**src/rtl/chroni_line_writer_pkg.sv**
```systemverilog
// Shared constants and FSM state type for the chroni text-mode line writer.
package chroni_pkg;

    localparam int TEXT_COLS     = 80;
    localparam int TEXT_ROWS     = 60;
    localparam int FONT_H        = 8;
    localparam int LINE_BUF_SIZE = 640;

    typedef enum logic [2:0] {
        S_IDLE,
        S_REQ_CHAR,
        S_REQ_FONT,
        S_WRITE,
        S_DONE
    } state_t;

endpackage

```
**src/rtl/chroni_line_writer_if.sv**
```systemverilog
// VRAM read port and line-buffer write port of the line writer.
interface chroni_line_writer_if;

    logic        vram_rd;
    logic [15:0] vram_addr;
    logic [7:0]  vram_data;
    logic        vram_valid;
    logic        buf_we;
    logic [10:0] buf_addr;
    logic [7:0]  buf_data;

    modport master (
        output vram_rd, vram_addr, buf_we, buf_addr, buf_data,
        input  vram_data, vram_valid
    );

    modport slave (
        input  vram_rd, vram_addr, buf_we, buf_addr, buf_data,
        output vram_data, vram_valid
    );

endinterface

```
**src/rtl/chroni_glyph_shifter.sv**
```systemverilog
// Holds one glyph row and shifts it out MSB-first, one pixel per shift.
module chroni_glyph_shifter (
    input  logic       clk_i,
    input  logic       rst_i,
    input  logic       load_i,
    input  logic       shift_i,
    input  logic [7:0] byte_i,
    output logic       pix_o,
    output logic [2:0] idx_o,
    output logic       last_o
);

    logic [7:0] sh_q, sh_d;
    logic [2:0] cnt_q, cnt_d;

    always_comb begin
        sh_d  = sh_q;
        cnt_d = cnt_q;
        if (load_i) begin
            sh_d  = byte_i;
            cnt_d = 3'd0;
        end else if (shift_i) begin
            sh_d  = {sh_q[6:0], 1'b0};
            cnt_d = cnt_q + 3'd1;
        end
    end

    always_ff @(posedge clk_i) begin
        if (rst_i) begin
            sh_q  <= 8'd0;
            cnt_q <= 3'd0;
        end else begin
            sh_q  <= sh_d;
            cnt_q <= cnt_d;
        end
    end

    assign pix_o  = sh_q[7];
    assign idx_o  = cnt_q;
    assign last_o = shift_i && (cnt_q == 3'd7);

endmodule

```
**src/rtl/chroni_line_writer.sv**
```systemverilog
// Renders one 8x8 text scanline per render_start into alternating line-buffer halves.
module chroni_line_writer
    import chroni_pkg::*;
#(
    parameter int NUM_COLS = TEXT_COLS
) (
    input  logic                 sys_clk,
    input  logic                 reset,
    input  logic                 render_reset,
    input  logic                 render_start,
    input  logic [15:0]          text_base,
    input  logic [15:0]          font_base,
    chroni_line_writer_if.master bus,
    output logic                 busy,
    output logic                 line_done
);

    localparam logic [6:0] LAST_COL = 7'(NUM_COLS - 1);
    localparam logic [5:0] LAST_ROW = 6'(TEXT_ROWS - 1);
    localparam logic [2:0] LAST_SCN = 3'(FONT_H - 1);

    state_t     state_q, state_d;
    logic [5:0] row_q, row_d;
    logic [2:0] scan_q, scan_d;
    logic [6:0] col_q, col_d;
    logic       half_q, half_d;
    logic [7:0] char_q, char_d;

    logic        sh_pix, sh_last;
    logic [2:0]  sh_idx;
    logic [15:0] text_addr, font_addr;
    logic [10:0] pix_addr;

    // Address arithmetic wraps naturally at 16 bits.
    assign text_addr = text_base + 16'(row_q) * 16'(TEXT_COLS) + 16'(col_q);
    assign font_addr = font_base + {5'b0, char_q, 3'b0} + 16'(scan_q);
    assign pix_addr  = (half_q ? 11'(LINE_BUF_SIZE) : 11'd0)
                     + {1'b0, col_q, 3'b0} + 11'(sh_idx);

    chroni_glyph_shifter u_shifter (
        .clk_i   (sys_clk),
        .rst_i   (reset),
        .load_i  ((state_q == S_REQ_FONT) && bus.vram_valid && !render_reset),
        .shift_i (state_q == S_WRITE),
        .byte_i  (bus.vram_data),
        .pix_o   (sh_pix),
        .idx_o   (sh_idx),
        .last_o  (sh_last)
    );

    always_ff @(posedge sys_clk) begin
        if (reset) begin
            state_q <= S_IDLE;
            row_q   <= '0;
            scan_q  <= '0;
            col_q   <= '0;
            half_q  <= 1'b0;
            char_q  <= '0;
        end else begin
            state_q <= state_d;
            row_q   <= row_d;
            scan_q  <= scan_d;
            col_q   <= col_d;
            half_q  <= half_d;
            char_q  <= char_d;
        end
    end

    always_comb begin
        state_d = state_q;
        row_d   = row_q;
        scan_d  = scan_q;
        col_d   = col_q;
        half_d  = half_q;
        char_d  = char_q;
        if (render_reset) begin
            state_d = S_IDLE;
            row_d   = '0;
            scan_d  = '0;
            col_d   = '0;
            half_d  = 1'b0;
        end else begin
            case (state_q)
                S_IDLE: if (render_start) begin
                    state_d = S_REQ_CHAR;
                    col_d   = '0;
                end
                S_REQ_CHAR: if (bus.vram_valid) begin
                    char_d  = bus.vram_data;
                    state_d = S_REQ_FONT;
                end
                S_REQ_FONT: if (bus.vram_valid) state_d = S_WRITE;
                S_WRITE: if (sh_last) begin
                    if (col_q == LAST_COL) begin
                        state_d = S_DONE;
                    end else begin
                        col_d   = col_q + 7'd1;
                        state_d = S_REQ_CHAR;
                    end
                end
                S_DONE: begin
                    state_d = S_IDLE;
                    half_d  = ~half_q;
                    scan_d  = scan_q + 3'd1;
                    if (scan_q == LAST_SCN)
                        row_d = (row_q == LAST_ROW) ? 6'd0 : row_q + 6'd1;
                end
                default: state_d = S_IDLE;
            endcase
        end
    end

    always_comb begin
        bus.vram_rd   = 1'b0;
        bus.vram_addr = '0;
        bus.buf_we    = 1'b0;
        bus.buf_addr  = '0;
        bus.buf_data  = '0;
        busy          = 1'b0;
        line_done     = 1'b0;
        case (state_q)
            S_REQ_CHAR: begin
                bus.vram_rd   = 1'b1;
                bus.vram_addr = text_addr;
                busy          = 1'b1;
            end
            S_REQ_FONT: begin
                bus.vram_rd   = 1'b1;
                bus.vram_addr = font_addr;
                busy          = 1'b1;
            end
            S_WRITE: begin
                bus.buf_we   = 1'b1;
                bus.buf_addr = pix_addr;
                bus.buf_data = {7'b0, sh_pix};
                busy         = 1'b1;
            end
            // An abort landing on the final cycle suppresses the completion pulse.
            S_DONE: line_done = !render_reset;
            default: ;
        endcase
    end

endmodule
```
**src/flat_wrapper.sv**
```systemverilog
// flat-port wrapper written by rule: the top's interface ports become plain ports
module chroni_line_writer_flat import chroni_pkg::*;
#(
    parameter int NUM_COLS = TEXT_COLS
)
  (sys_clk, reset, render_reset, render_start, text_base, font_base, busy, line_done, bus_vram_rd, bus_vram_addr, bus_buf_we, bus_buf_addr, bus_buf_data, bus_vram_data, bus_vram_valid);
  chroni_line_writer_if bus_i ();
  input  logic sys_clk;
  input  logic reset;
  input  logic render_reset;
  input  logic render_start;
  input  logic [15:0] text_base;
  input  logic [15:0] font_base;
  output logic busy;
  output logic line_done;
  output wire logic [$bits(bus_i.vram_rd)-1:0] bus_vram_rd;
  output wire logic [$bits(bus_i.vram_addr)-1:0] bus_vram_addr;
  output wire logic [$bits(bus_i.buf_we)-1:0] bus_buf_we;
  output wire logic [$bits(bus_i.buf_addr)-1:0] bus_buf_addr;
  output wire logic [$bits(bus_i.buf_data)-1:0] bus_buf_data;
  input wire logic [$bits(bus_i.vram_data)-1:0] bus_vram_data;
  input wire logic [$bits(bus_i.vram_valid)-1:0] bus_vram_valid;
  assign bus_vram_rd = bus_i.vram_rd;
  assign bus_vram_addr = bus_i.vram_addr;
  assign bus_buf_we = bus_i.buf_we;
  assign bus_buf_addr = bus_i.buf_addr;
  assign bus_buf_data = bus_i.buf_data;
  assign bus_i.vram_data = bus_vram_data;
  assign bus_i.vram_valid = bus_vram_valid;
  chroni_line_writer #(.NUM_COLS(NUM_COLS)) u_core (.sys_clk(sys_clk), .reset(reset), .render_reset(render_reset), .render_start(render_start), .text_base(text_base), .font_base(font_base), .bus(bus_i), .busy(busy), .line_done(line_done));
endmodule
```
**config.mk**
```make
export PLATFORM = sky130hd
export DESIGN_NAME = chroni_line_writer_flat
export DESIGN_NICKNAME = d
export VERILOG_FILES = /design/src/rtl/chroni_line_writer_pkg.sv /design/src/rtl/chroni_line_writer_if.sv /design/src/rtl/chroni_glyph_shifter.sv /design/src/rtl/chroni_line_writer.sv /design/src/flat_wrapper.sv
export SDC_FILE = /design/constraint.sdc
export NUM_CORES = 1
export LEC_CHECK = 0
export ABC_AREA = 1
export BUFFER_PORTS_ARGS = -buffer_cell sky130_fd_sc_hd__buf_4
export CAP_MARGIN = 0
export CORE_MARGIN = 2
export CORE_UTILIZATION = 45
export CTS_BUF_LIST = sky130_fd_sc_hd__clkbuf_8
export DETAILED_ROUTE_END_ITERATION = 16
export PLACE_DENSITY_LB_ADDON = 0.08
export SLEW_MARGIN = 20
export SYNTH_ARGS = -nofsm -noshare
export SYNTH_HDL_FRONTEND = slang
export SYNTH_SLANG_ARGS = --single-unit
```
**constraint.sdc**
```tcl
create_clock -name sys_clk -period 4.3 [get_ports sys_clk]
set_input_delay 0.43 -clock sys_clk [delete_from_list [all_inputs] [get_ports sys_clk]]
set_output_delay 0.43 -clock sys_clk [all_outputs]
set_load 0.01 [all_outputs]
```
* Word level (Yosys, flattened, before mapping)
Index checks and enable logic that the tools add are counted.
W data, S select, Z words.
** Word-level totals
- Input port bits :: 45
- Register bits after elaboration :: 39
- Output and inout bits :: 39
- Word-level logic and storage cells :: 70
** Operators by class
- Bitwise operators :: 2
- Mux-type cells :: 21
- $mul :: 1
- Add/sub/neg operators :: 10
- Reduce and logical (&&, ||, !) cells :: 15
- Eq/ne operators :: 13
** Operator list (count)
- $pmux W16 S2 :: 1
- $mux W7 :: 3
- $add A16 B11 Y16 :: 1
- $add A16 B13 Y16 :: 1
- $add A16 B3 Y16 :: 1
- $add A16 B7 Y16 :: 1
- $mux W8 :: 2
- $mux W3 :: 5
- $pmux W7 S2 :: 1
- $pmux W3 S4 :: 1
- $add A11 B10 Y11 :: 1
- $add A11 B3 Y11 :: 1
- $mux W11 :: 1
- $mux W10 :: 1
- $eq A3 B3 Y1 const B :: 3
- $mul A6 B3 Y9 const B :: 1
- $ne A2 B2 Y1 const B :: 4
- $reduce_and A4 Y1 :: 2
- $add A7 B1 Y7 const B :: 1
- $eq A7 B7 Y1 const B :: 1
- $add A3 B1 Y3 const B :: 2
- $add A6 B1 Y6 const B :: 1
- $eq A3 B2 Y1 const B :: 2
- $eq A6 B6 Y1 const B :: 1
- other kinds (13) :: 23

* Logic depth before layout (Yosys ltp)
Gate-level depths: netlist (run 1).
- Depth after elaboration :: 4
- Depth in mapped cells :: 18
- Depth with buffers taken out :: 18

* Cells and area by module
From an unflattened synthesis (run 1), not the netlist that was laid out.
** Second synthesis, totals
- Cells, all modules :: 699
- Area, all modules :: 4237.8 µm²
** By module, submodules not included
- chroni_line_writer :: cells each 623, instances 1, area an instance 3706.1 µm², seq. area each 560.5 µm²
- chroni_glyph_shifter :: cells each 76, instances 1, area an instance 531.8 µm², seq. area each 220.2 µm²

* Worst setup path after synthesis (run 1)
Ideal clock, no wire load.
- Path kind :: register to output
- From :: register u_core.row_q[3]
- To :: output port bus_vram_addr[15]
- Stages on the path, launching flop included :: 17
- Arrival :: 2902 ps
- Path buffers :: 0
- Slack :: 968 ps
- Data required time :: 3870 ps
- Cell sequence :: dfxtp_1 -> ha_1 -> ha_1 -> fa_1 -> a21oi_1 -> o21ai_0 -> xor2_1 -> ha_1 -> ha_1 -> nand2_1 -> nor2_1 -> inv_1 -> nor2_1 -> nand2_1 -> nand3_1 -> nand3_1 -> nand2_1
** Between the ends
- Word-level cells in the longest chain between the ends :: 4
** RTL lines
- from (decl) :: line chroni_line_writer.sv:23 : logic [5:0] row_q, row_d;
- from (signal assigned) :: line chroni_line_writer.sv:61 : row_q <= row_d;
- $mul A6 B3 Y9 :: line chroni_line_writer.sv:35 : assign text_addr = text_base + 16'(row_q) * 16'(TEXT_COLS) + 16'(col_q);
- $add A16 B13 Y16 :: line chroni_line_writer.sv:35
- $add A16 B7 Y16 :: line chroni_line_writer.sv:35
- $pmux W16 S2 :: line chroni_line_writer.sv:121 : case (state_q)
- to (decl) :: line flat_wrapper.sv:17 : output wire logic [$bits(bus_i.vram_addr)-1:0] bus_vram_addr;
No other way between the ends.

* Worst setup path in the final report (run 1)
- From :: register u_core.row_q[3]
- To :: output port bus_vram_addr[14]
Same word-level chain as after synthesis.

==> results.sh, run 1 <==
export IMPL_run_status="finished, final reports clean"
export IMPL_ff2ff_setup_slack_ns=2.32
export IMPL_period_minus_slack_ns=3.987
export IMPL_cts_setup_buffers=0
export IMPL_die_height_um=99.79
export IMPL_synth_cell_area_um2=4129
export IMPL_die_area_um2=9958
export IMPL_mostFrequentLayoutCells="sky130_fd_sc_hd__nand2_1 (219), sky130_fd_sc_hd__inv_1 (107), sky130_fd_sc_hd__buf_4 (76)"
export IMPL_globalRouteTotalUtil_pct=20.57
export IMPL_first_global_vias=3781
export IMPL_power_density_nw_per_um2=175.7
export IMPL_length_of_routed_wiring_on_met1_mm=4.856
export IMPL_comb_power_share_pct=19.2
export IMPL_clock_path_buffers=2
export IMPL_skew_ns=0.009371
export IMPL_final_cell_count_no_fill=859
export IMPL_cts_resized_gates=0
export IMPL_intPower_uw=626.3
export IMPL_path_class="flip-flop to output pin"
export IMPL_first_pass_iters=4
export IMPL_ys_warnings_count=0
export IMPL_power_static_leakage_nw=2.669
export IMPL_critPathLaunch="u_core.row_q[3]"
export IMPL_remaining_drc_errors=0
export IMPL_totalNegativeSetupSlack_ns=0
export IMPL_top_metal_layer_carrying_routed_signals="met4"
export IMPL_grt_antenna_before_repair=0
export IMPL_max_cap_violations=0
export IMPL_pwr_share_clk_pct=38.2
export IMPL_drt_antenna_violating_nets=0
export IMPL_stdcell_area_um2=4891
export IMPL_arrival_ns=3.56
export IMPL_cts_htree_levels=2
export IMPL_overflow=0
export IMPL_final_max_slew_violation_count=0
export IMPL_cp_slowest_cell="sky130_fd_sc_hd__dfxtp_1"
export IMPL_worst_case_vdd_ir_drop_mv=0.1364
export IMPL_syn_area_per_cell_um2=6.108
export IMPL_endpoint_kind="output pin"
export IMPL_critical_path_max_stage_delay_ns=0.46
export IMPL_synth_yosys_seq_area_share_pct=18.91
export IMPL_synth_seq_cells=39
export IMPL_clk_latency_ns=0.29
export IMPL_detail_route_vias_per_cell=4.987
export IMPL_timing_rr_end="u_core.col_q[4]"
export IMPL_critical_path_startpoint_type="flip-flop"
export IMPL_layout_cells_most_common="sky130_fd_sc_hd__nand2_1"
export IMPL_synth_async_sr_flop_share_pct=0
export IMPL_ys_dominant_reg_cell="sky130_fd_sc_hd__dfxtp_1"
export IMPL_rows=34
export IMPL_cp_max_fo=7
export IMPL_relSlewSlack_pct=56.58
export IMPL_wl_per_cell_um=11.88
export IMPL_grt_pass1_wl_mm=16.95
export IMPL_fin_crit_sh_pct=92.71
export IMPL_cts_root_buf="sky130_fd_sc_hd__clkbuf_8"
export IMPL_tritoncts_num_buffers=5
export IMPL_area_growth_synth_to_final_pct=18.45
export IMPL_met3_length_um=527
export IMPL_worst_hold_path_type="input pin to flip-flop"
export IMPL_final_hold_viol_count=0
export IMPL_worst_slack_ns=0.3134
export IMPL_crit_path_frequent_cell="sky130_fd_sc_hd__nand2_1"
export IMPL_maxClockFrequency_ghz=0.2508
export IMPL_synth_enable_flop_cells=0
export IMPL_route_met2_wl_mm=4.689
export IMPL_cts_sinks=39
export IMPL_clk_pin_slew_ns=0.09
export IMPL_finalWeightedCongestion=0.8837
export IMPL_critPathTopFamily="adder cells"
export IMPL_timing_critical_path_cells="ha_1 > ha_1 > fa_1 > a21oi_1 > o21ai_0 > xor2_1 > ha_1 > ha_1 > nand2_1 > nor2_1 > inv_1 > nor2_1 > nand2_1 > nand2_1 > nand2_1 > nand3_1 > nand2_1 > buf_4"
export IMPL_sequentialPowerShare_pct=42.7
export IMPL_num_io_pins=84
export IMPL_pre_cts_slack_ns=0.6481
export IMPL_detail_route_wirelength_mm=10.21
export IMPL_crit_path_end="bus_vram_addr[14]"
export IMPL_clock_tree_from_tritoncts="yes"
export IMPL_reg2regPathDepth=8
export IMPL_r2r_start="u_core.state_q[0]"
export IMPL_drt_first_iter_violations=172
export IMPL_post_dp_hpwl_mm=8.367
export IMPL_io_buffer_count=76
export IMPL_critical_path_cell_count=18
export IMPL_switching_share_pct=27.12
export IMPL_dp_cells=851
export IMPL_drive_above_1_share_pct=13.72
export IMPL_p_sw_uw=233.0
export IMPL_post_dp_cell_area_um2=4770
export IMPL_num_antenna_cells=0
export IMPL_grt_start_max_net_pins=22
export IMPL_setup_violations=0
export IMPL_hold_depth=3
export IMPL_synth_distinct_cells=36
export IMPL_worstMarginPinSlew_ns=0.6490
export IMPL_report_power_total_uw=859.3
export IMPL_crit_buf_inv=2
export IMPL_rsz0062_at_grt="false"
export IMPL_syn_inst=676
export IMPL_critical_path_required_ns=3.87
export IMPL_vias=4284
export IMPL_finalNetCount=852
export IMPL_floorplan_die_width_um=99.79
export IMPL_initial_core_util_pct=46.89
export IMPL_core_um2=8806
export IMPL_holdBufCountCts=0
-- worst min-delay path, stage by stage --
cell and delay (ns):
sky130_fd_sc_hd__buf_4 0.11, sky130_fd_sc_hd__nand2_1 0.05, sky130_fd_sc_hd__a21oi_1 0.05
-- cell usage after synthesis, drive strengths merged (2+ instances only) --
cell    count  share of area (%)
ha         51                 15
nand2     221                 20
a22o        2               0.42
or2         4               0.61
a31oi       7                1.1
xor2        7                1.5
nand4       8                1.2
nor2       69                6.8
clkbuf      3               0.27
nand3      51                6.7
inv       113                 10
nor3        7                1.1
nand3b      8                1.8
xnor2       5                1.1
dfxtp      39                 19
o22ai       3               0.45
fa          6                2.9
o21ai      11                1.3
buf        12                1.8
a21oi      46                5.6
-- cells by family (layout without fill, tap and decap cells) --
logic type	Yosys count	in the layout	share of synthesized area [%]
AND/OR/NAND/NOR	368	368	38.39
buffers and inverters	128	197	12.45
AO/OA/AOI/OAI	71	71	9.243
adder cells (fa/ha/maj)	57	57	18.36
flip-flops	39	39	18.91
XOR/XNOR	12	12	2.545
other	1	7	0.09082
-- power by group through the flow --
stage / clock network [mW] / logic, mW / registers, mW
finish: 0.328 / 0.165 / 0.367
CTS: 0.335 / 0.166 / 0.366
detailed placement: 0 / 0.165 / 0.375
floorplan: 0 / 0.0975 / 0.374
global placement: 0 / 0.162 / 0.375
global route: 0.351 / 0.184 / 0.367
-- worst min path at each step --
stage                                        start                        to  slack [ns]
after global routing              bus_vram_data[0]          u_core.char_q[0]        0.40
after detailed placement  u_core.u_shifter.sh_q[0]  u_core.u_shifter.sh_q[0]        0.46
after CTS                         bus_vram_data[7]          u_core.char_q[7]        0.39
final                             bus_vram_data[7]          u_core.char_q[7]        0.39
after global placement    u_core.u_shifter.sh_q[0]  u_core.u_shifter.sh_q[0]        0.45
after floorplan           u_core.u_shifter.sh_q[0]  u_core.u_shifter.sh_q[0]        0.44
-- per-stage QoR --
step	hold WS (ns)	util, %
after global placement	0.4522	54.16
after detailed placement	0.4593	54.16
after CTS	0.3868	55.54
final	0.3938	55.54
after floorplan	0.4394	-
after global routing	0.4011	55.54
-- registers in the layout, indices dropped and copies added (netlist names) --
signal and count:
u_core.char_q 8, u_core.u_shifter.sh_q 8, u_core.col_q 7, u_core.row_q 6
u_core.scan_q 3, u_core.state_q 3, u_core.u_shifter.idx_o 3, u_core.half_q 1
-- final cells by class --
cell class	instances	area, µm²
sequential	39	780.7
multi-input combinational	515	2856
tap	108	135.1
timing repair buffer	76	570.5
fill	905	3915
inverter	113	426.7
clock inverter	2	38.79
clock buffer	6	82.58
-- metal layers --
| layer | vias to the layer above | GRT usage, % |
|---|---|---|
| met5 | - | 0 |
| met4 | 0 | 5.163 |
| met3 | 12 | 1.950 |
| met2 | 109 | 35.60 |
| met1 | 1880 | 27.64 |
| li1 | 2283 | - |
Note: power is estimated with default switching activity, not from simulation.
==> run 2, diff against run 1 <==
--- a/config.mk
+++ b/config.mk
@@ -5,13 +5,13 @@
 export SDC_FILE = /design/constraint.sdc
 export NUM_CORES = 1
 export LEC_CHECK = 0
-export ABC_AREA = 1
 export BUFFER_PORTS_ARGS = -buffer_cell sky130_fd_sc_hd__buf_4
 export CAP_MARGIN = 0
 export CORE_MARGIN = 2
 export CORE_UTILIZATION = 45
 export CTS_BUF_LIST = sky130_fd_sc_hd__clkbuf_8
 export DETAILED_ROUTE_END_ITERATION = 16
+export GPL_TIMING_DRIVEN = 0
 export PLACE_DENSITY_LB_ADDON = 0.08
 export SLEW_MARGIN = 20
 export SYNTH_ARGS = -nofsm -noshare
==> results.sh, run 2 <==
export IMPL_num_antenna_cells=0
export IMPL_relSlewSlack_pct=45.43
export IMPL_core_um2=7727
export IMPL_stdcell_area_um2=4458
export IMPL_cp_max_fo=6
export IMPL_clock_path_buffers=2
export IMPL_globalRouteTotalUtil_pct=20.64
export IMPL_drt_antenna_violating_nets=0
export IMPL_maxClockFrequency_ghz=0.2408
export IMPL_cts_sinks=39
export IMPL_vias=3337
export IMPL_drive_above_1_share_pct=23.75
export IMPL_synth_enable_flop_cells=0
export IMPL_remaining_drc_errors=0
export IMPL_worst_hold_slack_ns=0.3809
export IMPL_wl_per_cell_um=14.21
export IMPL_drt_first_iter_violations=124
export IMPL_synth_cell_area_um2=3592
export IMPL_tritoncts_num_buffers=5
export IMPL_floorplan_die_width_um=93.35
export IMPL_cts_root_buf="sky130_fd_sc_hd__clkbuf_8"
export IMPL_ys_dominant_reg_cell="sky130_fd_sc_hd__dfxtp_1"
export IMPL_rows=32
export IMPL_detail_route_wirelength_mm=8.809
export IMPL_grt_antenna_before_repair=0
export IMPL_syn_inst=428
export IMPL_first_pass_iters=6
export IMPL_critical_path_required_ns=3.87
export IMPL_fin_crit_sh_pct=96.59
export IMPL_synth_distinct_cells=53
export IMPL_period_minus_slack_ns=4.154
export IMPL_path_class="flip-flop to output pin"
export IMPL_worst_hold_path_type="input pin to flip-flop"
export IMPL_worst_case_vdd_ir_drop_mv=0.1463
export IMPL_finalWeightedCongestion=0.8263
export IMPL_cts_setup_buffers=0
export IMPL_cts_htree_levels=2
export IMPL_power_density_nw_per_um2=178.3
export IMPL_max_cap_violations=0
export IMPL_run_status="finished, final reports clean"
export IMPL_num_io_pins=84
export IMPL_post_synth_most_frequent_cells="sky130_fd_sc_hd__ha_1 (51), sky130_fd_sc_hd__nor2_1 (48), sky130_fd_sc_hd__dfxtp_1 (39)"
export IMPL_clk_pin_slew_ns=0.08
export IMPL_detail_route_vias_per_cell=5.382
export IMPL_final_hold_viol_count=0
export IMPL_post_route_util_pct=57.69
export IMPL_worstMarginPinSlew_ns=0.8168
export IMPL_synth_top_cells_by_area="sky130_fd_sc_hd__dfxtp_1 (22%), sky130_fd_sc_hd__ha_1 (18%), sky130_fd_sc_hd__nor2_1 (5.0%), sky130_fd_sc_hd__xor2_1 (4.9%), sky130_fd_sc_hd__mux2i_1 (3.9%)"
export IMPL_synth_yosys_seq_area_share_pct=21.73
export IMPL_critical_path_startpoint_type="flip-flop"
export IMPL_overflow=0
export IMPL_post_dp_cell_area_um2=4313
export IMPL_hold_depth=3
export IMPL_arrival_ns=3.72
export IMPL_power_static_leakage_nw=2.132
export IMPL_synth_seq_cells=39
export IMPL_mostFrequentLayoutCells="sky130_fd_sc_hd__buf_4 (84), sky130_fd_sc_hd__ha_1 (50), sky130_fd_sc_hd__nor2_1 (48)"
export IMPL_yosys_area_top_type_share_pct=21.73
export IMPL_largest_registers="u_core.char_q x8, u_core.u_shifter.sh_q x8, u_core.col_q x7"
export IMPL_ys_warnings_count=0
export IMPL_post_synth_top_area_cell="sky130_fd_sc_hd__dfxtp_1"
export IMPL_clock_tree_from_tritoncts="yes"
export IMPL_endpoint_kind="output pin"
export IMPL_io_buffer_count=76
export IMPL_layout_cells_most_common="sky130_fd_sc_hd__buf_4"
export IMPL_synth_async_sr_flop_share_pct=0
export IMPL_reg2regPathDepth=6
export IMPL_area_growth_synth_to_final_pct=24.10
export IMPL_post_dp_hpwl_mm=7.192
export IMPL_grt_pass1_wl_mm=14.57
export IMPL_initial_core_util_pct=46.49
export IMPL_die_height_um=93.35
export IMPL_clk_latency_ns=0.29
export IMPL_skew_ns=0.003392
export IMPL_die_area_um2=8713
export IMPL_synthMostInstantiatedCell="sky130_fd_sc_hd__ha_1"
export IMPL_finalNetCount=619
export IMPL_grt_start_max_net_pins=13
export IMPL_syn_area_per_cell_um2=8.393
export IMPL_setup_violations=0
export IMPL_final_max_slew_violation_count=0
export IMPL_first_global_vias=3211
[run 2: cell count changes after synthesis, moves of 7 or more]
cell,previous run,this run
sky130_fd_sc_hd__nor2b_1,0,7
sky130_fd_sc_hd__xor2_1,7,20
sky130_fd_sc_hd__nand3_1,48,7
sky130_fd_sc_hd__and2_1,0,11
sky130_fd_sc_hd__nor2_1,65,48
sky130_fd_sc_hd__nand2_1,219,30
sky130_fd_sc_hd__a211oi_1,0,7
sky130_fd_sc_hd__inv_1,107,13
sky130_fd_sc_hd__mux2i_1,0,14
sky130_fd_sc_hd__a21oi_1,46,27
sky130_fd_sc_hd__xnor2_1,5,16
[run 2: logic make-up (layout without fill, tap and decap cells)]
group                    count (synthesis)  after routing  share of synthesized area (%)
other                                    1              7                         0.1044
AO/OA/AOI/OAI                          106            106                          20.86
XOR/XNOR                                36             36                          8.777
multiplexers                            14             14                          3.901
flip-flops                              39             39                          21.73
buffers and inverters                   37            121                          4.981
AND/OR/NAND/NOR                        138            138                          18.53
adder cells (fa/ha/maj)                 57             57                          21.11
[run 2: area by class of cell]
type	instances	area (µm²)
fillers	758	3269
multi-input cells	358	2691
flip-flops and latches	39	785.8
repair buffers	76	570.5
well taps	102	127.6
plain buffers	23	126.4
clock buffers	7	96.34
inverters	14	52.55
clock inverters	1	7.507
[run 2: worst paths after layout]
path / endpoint / start / slack (ns)
max: bus_vram_addr[15] / u_core.row_q[1] / 0.15
min: u_core.u_shifter.sh_q[0] / bus_vram_data[0] / 0.38
max reg2reg: u_core.u_shifter.sh_q[7] / u_core.state_q[2] / 2.45
min reg2reg: u_core.u_shifter.sh_q[7] / u_core.u_shifter.sh_q[7] / 0.46
[run 2: through the flow]
stage / TNS [ns] / setup slack, ns / cells / power, mW
global placement: 0 / 0.05725 / 612 / 0.5201
detailed placement: 0 / 0.1598 / 612 / 0.5222
finish: 0 / 0.1465 / 620 / 0.7947
global route: -0.01880 / -0.01880 / 620 / 0.8310
floorplan: 0 / 0.6014 / 434 / 0.4549
CTS: 0 / 0.01370 / 620 / 0.8010
[run 2: critical path, stage by stage (launching register included)]
cell,delay [ns]
sky130_fd_sc_hd__dfxtp_2,0.36
sky130_fd_sc_hd__ha_1,0.30
sky130_fd_sc_hd__ha_1,0.23
sky130_fd_sc_hd__fa_1,0.41
sky130_fd_sc_hd__a21o_1,0.20
sky130_fd_sc_hd__a21oi_1,0.16
sky130_fd_sc_hd__xnor2_1,0.14
sky130_fd_sc_hd__ha_1,0.28
sky130_fd_sc_hd__ha_4,0.31
sky130_fd_sc_hd__nand3_1,0.20
sky130_fd_sc_hd__a2111oi_4,0.28
sky130_fd_sc_hd__o21ai_1,0.13
sky130_fd_sc_hd__xor2_1,0.16
sky130_fd_sc_hd__o211ai_2,0.14
sky130_fd_sc_hd__buf_4,0.14
[run 2: layer usage]
metal / vias to the layer above / GRT usage (%) / share of wire (%)
met4: 0 / 5.392 / 1.3
li1: 1691 / - / -
met1: 1530 / 27.80 / 47
met5: - / 0 / 0
met3: 10 / 3.143 / 6.3
met2: 106 / 34.47 / 46
[run 2: repair_timing]
action / 4_1_cts / 5_1_grt
hold buffers: 0 / 0
endpoints found under the setup margin: 1 / 3
cloned: 0 / 0
pin swaps: 0 / 1
gates resized for setup: 5 / 5
[run 2: where the power goes]
group / leakage (nW) / internal, mW / total (mW) / switching, mW
Combinational: 1.77 / 0.0738 / 0.152 / 0.0779
Clock: 0.0505 / 0.146 / 0.279 / 0.133
Sequential: 0.316 / 0.363 / 0.364 / 0.00105
